File: src/rtl/dp16k_fifo_ctrl.sv
// ---------------------------------------------------------------------------
// dp16k_fifo_ctrl
//
// Single-clock FIFO controller for an external dual-port 16k block RAM
// (8- or 9-bit wrapper). Port A of the RAM is the write side and port B is
// the read side. A 2-entry output stage (head + skid) hides the RAM's
// one-cycle read latency. Reads are first-word-fall-through and can run at
// 1 word/cycle.
//
// Ports:
//   clock, reset           sole clock; synchronous active-high reset
//   wr_en, wr_data         push request and push word
//   full                   RAM occupancy == DEPTH (a push is dropped)
//   rd_en                  pop request; acknowledges the current rd_data
//   rd_data, empty         head word; valid while empty == 0
//   count                  words held in RAM, in flight and in the stage
//   overflow, underflow    sticky error flags
//   ram_address_a/_data_a/_wren_a/_enable_a   RAM write port
//   ram_address_b/_enable_b, ram_q_b          RAM read port (1-cycle latency)
// ---------------------------------------------------------------------------
module dp16k_fifo_ctrl #(
  parameter int addr_width = 11,
  parameter int data_width = 8
) (
  input  logic                  clock,
  input  logic                  reset,
  input  logic                  wr_en,
  input  logic [data_width-1:0] wr_data,
  output logic                  full,
  input  logic                  rd_en,
  output logic [data_width-1:0] rd_data,
  output logic                  empty,
  output logic [addr_width+1:0] count,
  output logic                  overflow,
  output logic                  underflow,
  output logic [addr_width-1:0] ram_address_a,
  output logic [data_width-1:0] ram_data_a,
  output logic                  ram_wren_a,
  output logic                  ram_enable_a,
  output logic [addr_width-1:0] ram_address_b,
  output logic                  ram_enable_b,
  input  logic [data_width-1:0] ram_q_b
);

  // Pointers carry one extra wrap bit so full and RAM-empty are distinct.
  logic [addr_width:0]   wr_ptr_q, wr_ptr_d;
  logic [addr_width:0]   rd_ptr_q, rd_ptr_d;
  logic                  inflight_q, inflight_d;
  logic [data_width-1:0] head_q, head_d;
  logic [data_width-1:0] skid_q, skid_d;
  logic [1:0]            stage_occ_q, stage_occ_d;
  logic [addr_width+1:0] count_q, count_d;
  logic                  overflow_q, overflow_d;
  logic                  underflow_q, underflow_d;

  logic       ram_empty;
  logic       push;
  logic       pop;
  logic       issue;
  logic [2:0] pending;
  logic [1:0] occ_after_pop;

  // Status is derived from registered pointers only, so a word written this
  // cycle is never visible to the read side until the next cycle. That keeps
  // port B off the address port A is writing.
  assign ram_empty = (wr_ptr_q == rd_ptr_q);
  assign full      = (wr_ptr_q[addr_width] != rd_ptr_q[addr_width]) &&
                     (wr_ptr_q[addr_width-1:0] == rd_ptr_q[addr_width-1:0]);
  assign empty     = (stage_occ_q == 2'd0);

  assign push = wr_en && !full && !reset;
  assign pop  = rd_en && !empty && !reset;

  // Slots that will be committed next cycle: the current stage, plus the
  // word landing from the RAM, minus the word leaving through a pop. A new
  // read may only be issued if that leaves room for its data.
  assign pending = {1'b0, stage_occ_q} + {2'b00, inflight_q} - {2'b00, pop};
  assign issue   = !ram_empty && (pending < 3'd2) && !reset;

  assign occ_after_pop = stage_occ_q - {1'b0, pop};

  // NOTE: every variable gets its default first so that no path through
  // this block leaves a value unassigned; otherwise a latch is inferred.
  always_comb begin
    wr_ptr_d    = wr_ptr_q;
    rd_ptr_d    = rd_ptr_q;
    inflight_d  = issue;
    head_d      = head_q;
    skid_d      = skid_q;
    stage_occ_d = occ_after_pop + {1'b0, inflight_q};
    count_d     = count_q + {{(addr_width+1){1'b0}}, push}
                          - {{(addr_width+1){1'b0}}, pop};
    overflow_d  = overflow_q  | (wr_en && full);
    underflow_d = underflow_q | (rd_en && empty);

    if (push) wr_ptr_d = wr_ptr_q + 1'b1;
    if (issue) rd_ptr_d = rd_ptr_q + 1'b1;

    // The pop is applied first so the arriving word lands in the first slot
    // that is free after the pop.
    if (pop) head_d = skid_q;
    if (inflight_q) begin
      if (occ_after_pop == 2'd0) head_d = ram_q_b;
      else                       skid_d = ram_q_b;
    end
  end

  // NOTE: sequential state uses non-blocking assignments so every register
  // samples the pre-edge values regardless of statement order.
  always_ff @(posedge clock) begin
    if (reset) begin
      // NOTE: only the controller's own registers are reset. The RAM array
      // behind it is not cleared and needs no clearing, because the pointers
      // define which words are valid. Resetting inflight_q discards any word
      // still on ram_q_b.
      wr_ptr_q    <= '0;
      rd_ptr_q    <= '0;
      inflight_q  <= 1'b0;
      head_q      <= '0;
      skid_q      <= '0;
      stage_occ_q <= 2'd0;
      count_q     <= '0;
      overflow_q  <= 1'b0;
      underflow_q <= 1'b0;
    end else begin
      wr_ptr_q    <= wr_ptr_d;
      rd_ptr_q    <= rd_ptr_d;
      inflight_q  <= inflight_d;
      head_q      <= head_d;
      skid_q      <= skid_d;
      stage_occ_q <= stage_occ_d;
      count_q     <= count_d;
      overflow_q  <= overflow_d;
      underflow_q <= underflow_d;
    end
  end

  assign rd_data       = head_q;
  assign count         = count_q;
  assign overflow      = overflow_q;
  assign underflow     = underflow_q;
  assign ram_address_a = wr_ptr_q[addr_width-1:0];
  assign ram_data_a    = wr_data;
  assign ram_wren_a    = push;
  assign ram_enable_a  = 1'b1;
  assign ram_address_b = rd_ptr_q[addr_width-1:0];
  assign ram_enable_b  = issue;

endmodule
File: config.mk
export PLATFORM = sky130hd
export DESIGN_NAME = dp16k_fifo_ctrl
export DESIGN_NICKNAME = d
export VERILOG_FILES = /design/src/rtl/dp16k_fifo_ctrl.sv
export SDC_FILE = /design/constraint.sdc
export NUM_CORES = 1
export LEC_CHECK = 0
export ABC_AREA = 1
export CAP_MARGIN = 20
export CORE_ASPECT_RATIO = 1.1
export CORE_UTILIZATION = 52
export DETAILED_ROUTE_END_ITERATION = 8
export GPL_TIMING_DRIVEN = 0
export PLACE_DENSITY = 0.89
export REMOVE_ABC_BUFFERS = 1
export SYNTH_ARGS = -nofsm -noshare
export SYNTH_HDL_FRONTEND = slang
export SYNTH_SLANG_ARGS = --single-unit
File: constraint.sdc
create_clock -name clock -period 4.5 [get_ports clock]
set_input_delay 0.9 -clock clock [delete_from_list [all_inputs] [get_ports clock]]
set_output_delay 0.9 -clock clock [all_outputs]
set_load 0.02 [all_outputs]
==> flow_metrics.env <==
export IMPL_grt_overflow=0
export IMPL_synth_area_per_cell_um2=6.72
export IMPL_power_density_mw_per_mm2=606
export IMPL_hold_class="flip-flop to flip-flop"
export IMPL_cts_buffers=9
export IMPL_drt_initial_drc_count=207
export IMPL_first_pass_iters=5
export IMPL_yosys_top_cells_area="dfxtp_1 (32%), nand2_1 (12%), inv_1 (9.4%)"
export IMPL_clk_latency_ns=0.35
export IMPL_critPathTopFamily="buffers and inverters"
export IMPL_hold_viol=0
export IMPL_syn_cell_area_mm2=0.00367
export IMPL_areaGrowthSynthToFinish_pct=18.4
export IMPL_tightest_slew_ns=0.859
export IMPL_async_flop_share_pct=0
export IMPL_slew_headroom_pct=42.6
export IMPL_period_minus_slack_ns=4.28
export IMPL_fin_ws_ns=0.224
export IMPL_die_w_um=82.2
export IMPL_fin_skew_ns=0.0108
export IMPL_crit_path_start_kind="primary input"
export IMPL_diodes=0
export IMPL_start_util_pct=54.8
export IMPL_ys_types=35
export IMPL_core_area_mm2=0.00671
export IMPL_fillCellCount=579
export IMPL_rows=31
export IMPL_clock_root_buffer="clkbuf_8"
export IMPL_cts_max_path_buffers=2
export IMPL_ctsHoldBuffers=0
export IMPL_p_leak_nw=2.00
export IMPL_drt_wl_total_um=8210
export IMPL_die_h_um=90.2
export IMPL_crit_fanout=4
export IMPL_cts_tree="built"
export IMPL_path_cells="clkdlybuf4s50_1 > inv_1 > nor2_1 > inv_1 > nor2_4 > ha_1 > inv_1 > nand2_1 > fa_1 > o21ai_0 > a21oi_2 > nand3_1 > inv_1 > clkdlybuf4s15_1"
export IMPL_cp_end_kind="output pin"
export IMPL_period_share_pct=95.0
export IMPL_stdcell_count=666
export IMPL_yosysTopAreaCellShare_pct=31.6
export IMPL_track_usage_pct=23.9
export IMPL_ant_nets=0
export IMPL_crit_path_max_incr_delay_ns=0.49
export IMPL_yosys_area_top_type="dfxtp_1"
export IMPL_gp_congestion=0.891
export IMPL_setup_viol=0
export IMPL_cp_required_ns=3.60
export IMPL_viasPerCell=5.25
export IMPL_synth_ff_type="dfxtp_1"
export IMPL_grt_max_degree=29
export IMPL_synth_edf_count=0
export IMPL_critical_path_buf_inv_count=6
export IMPL_peakVddDrop_mv=0.454
export IMPL_grt_antenna_before_repair=0
export IMPL_rsz0062_at_grt="no"
export IMPL_synth_top_cells_by_count="nand2_1 (113), inv_1 (92), nor2_1 (70)"
export IMPL_io_pins=78
export IMPL_htreeDepth=3
export IMPL_grt_pass1_vias=3297
export IMPL_nNetsFinal=619
export IMPL_path_class="primary input to output pin"
export IMPL_clk_pin_slew_ns=0.07
export IMPL_arrival_ns=3.38
export IMPL_grt_first_pass_wirelength_um=14000
export IMPL_post_place_ws_ns=-0.963
export IMPL_cp_slowest_cell="fa_1"
export IMPL_holdWs_ns=0.476
export IMPL_drc=0
export IMPL_cts_sinks=58
export IMPL_maxCapViolCount=0
export IMPL_slew_viol_final=0
export IMPL_status="finished clean"
export IMPL_drive_above_1_share_pct=7.02
export IMPL_dpl_cell_count=648
export IMPL_setup_tns_final_ns=0
export IMPL_dp_hpwl_um=5970
export IMPL_yosysSeqAreaShare_pct=31.6
export IMPL_port_buffers=60
export IMPL_yosysWarnings=0
export IMPL_crit_top_cell="inv_1"
export IMPL_synth_most_common_cell="nand2_1"
export IMPL_synth_seq_cells=58
export IMPL_postSynthCellCount=547
export IMPL_wl_per_cell_um=12.3
export IMPL_max_freq_ghz=0.234
export IMPL_dieArea_mm2=0.00741
export IMPL_route_vias_total=3496
-- routing by layer --
metal	share of wire, %	track usage [%]	vias to the layer above
li1	-	-	1760
met1	41	27.3	1597
met2	51	40.1	124
met5	0	0	-
met4	1.8	10.7	0
met3	6.6	7.01	15
-- tightest hold or removal path: cells and delay by family, from the launching register on --
| family | cells | cell delay, ns |
|---|---|---|
| DFF | 1 | 0.32 |
| buffers and inverters | 1 | 0.07 |
| AOI/OAI and AO/OA | 1 | 0.05 |
-- area by class of cell --
type	instances	area [µm²]	share of cell area, %
Timing Repair Buffer	63	638	14.7
Sequential cell	58	1160	26.7
Clock buffer	9	124	2.85
Inverter	97	365	8.40
Multi-Input combinational cell	350	1860	42.7
Clock inverter	7	103	2.36
Tap cell	82	103	2.36
-- flip-flops by register name, summed over array words and instances (netlist names) --
register	count
skid_q	8
underflow	1
overflow	1
rd_ptr_q	12
inflight_q	1
wr_ptr_q	12
stage_occ_q	2
rd_data	8
count	13
-- repair_timing --
action | 4_1_cts | 5_1_grt
buffers inserted | 2 | 0
pin swaps | 1 | 0
endpoints found under the setup margin | 1 | 1
gates resized for setup | 4 | 2
-- per-stage QoR --
step	total power [mW]	util, %	instance area, µm²
after floorplan	1.63	-	3380
after global placement	1.98	60.8	4080
after detailed placement	2.05	61.3	4110
after CTS	2.63	64.9	4360
after global routing	2.85	64.9	4350
final	2.64	64.9	4350
-- cells in the final DEF, fill, tap and decap left out, types with 2 or more instances in the layout --
cell,count
nand2_1,113
inv_1,92
nor2_1,70
dfxtp_1,58
clkdlybuf4s50_1,58
nand3_1,40
o21ai_0,29
a21oi_1,20
ha_1,18
nand4_1,11
o211ai_1,9
clkbuf_8,9
xnor2_1,6
nor3_1,6
inv_2,4
a21oi_2,4
nor2_4,3
clkinv_4,3
xor2_1,2
nand2_2,2
a31oi_1,2
nor4_2,2
nand3_2,2
nand3b_1,2
fa_1,2
bufinv_16,2
buf_4,2
-- kinds of logic (layout without fill, tap and decap cells) --
| kind of cell | after synthesis | count (layout) | share of synthesized area, % |
|---|---|---|---|
| buffers and inverters | 139 | 176 | 18.0 |
| XOR/XNOR | 8 | 8 | 1.91 |
| AO/OA/AOI/OAI | 66 | 66 | 10.2 |
| flip-flops | 58 | 58 | 31.6 |
| other | 1 | 1 | 0.102 |
| AND/OR/NAND/NOR | 255 | 255 | 31.0 |
| adder cells (fa/ha/maj) | 20 | 20 | 7.22 |
-- power breakdown --
part	internal (mW)	switching [mW]
Combinational	0.526	0.826
Sequential	0.636	0.0887
Clock	0.316	0.242
-- path summary, 6_finish.rpt --
kind / slack (ns) / startpoint / cells after the start / to
worst max-delay path: 0.22 / rd_en / 14 / ram_enable_b
worst min-delay path: 0.48 / overflow / 2 / overflow
worst max register to register: 1.11 / rd_ptr_q[0] / 20 / count[10]
worst min register to register: 0.48 / overflow / 2 / overflow
No activity file was read; power rests on OpenSTA's default activity.
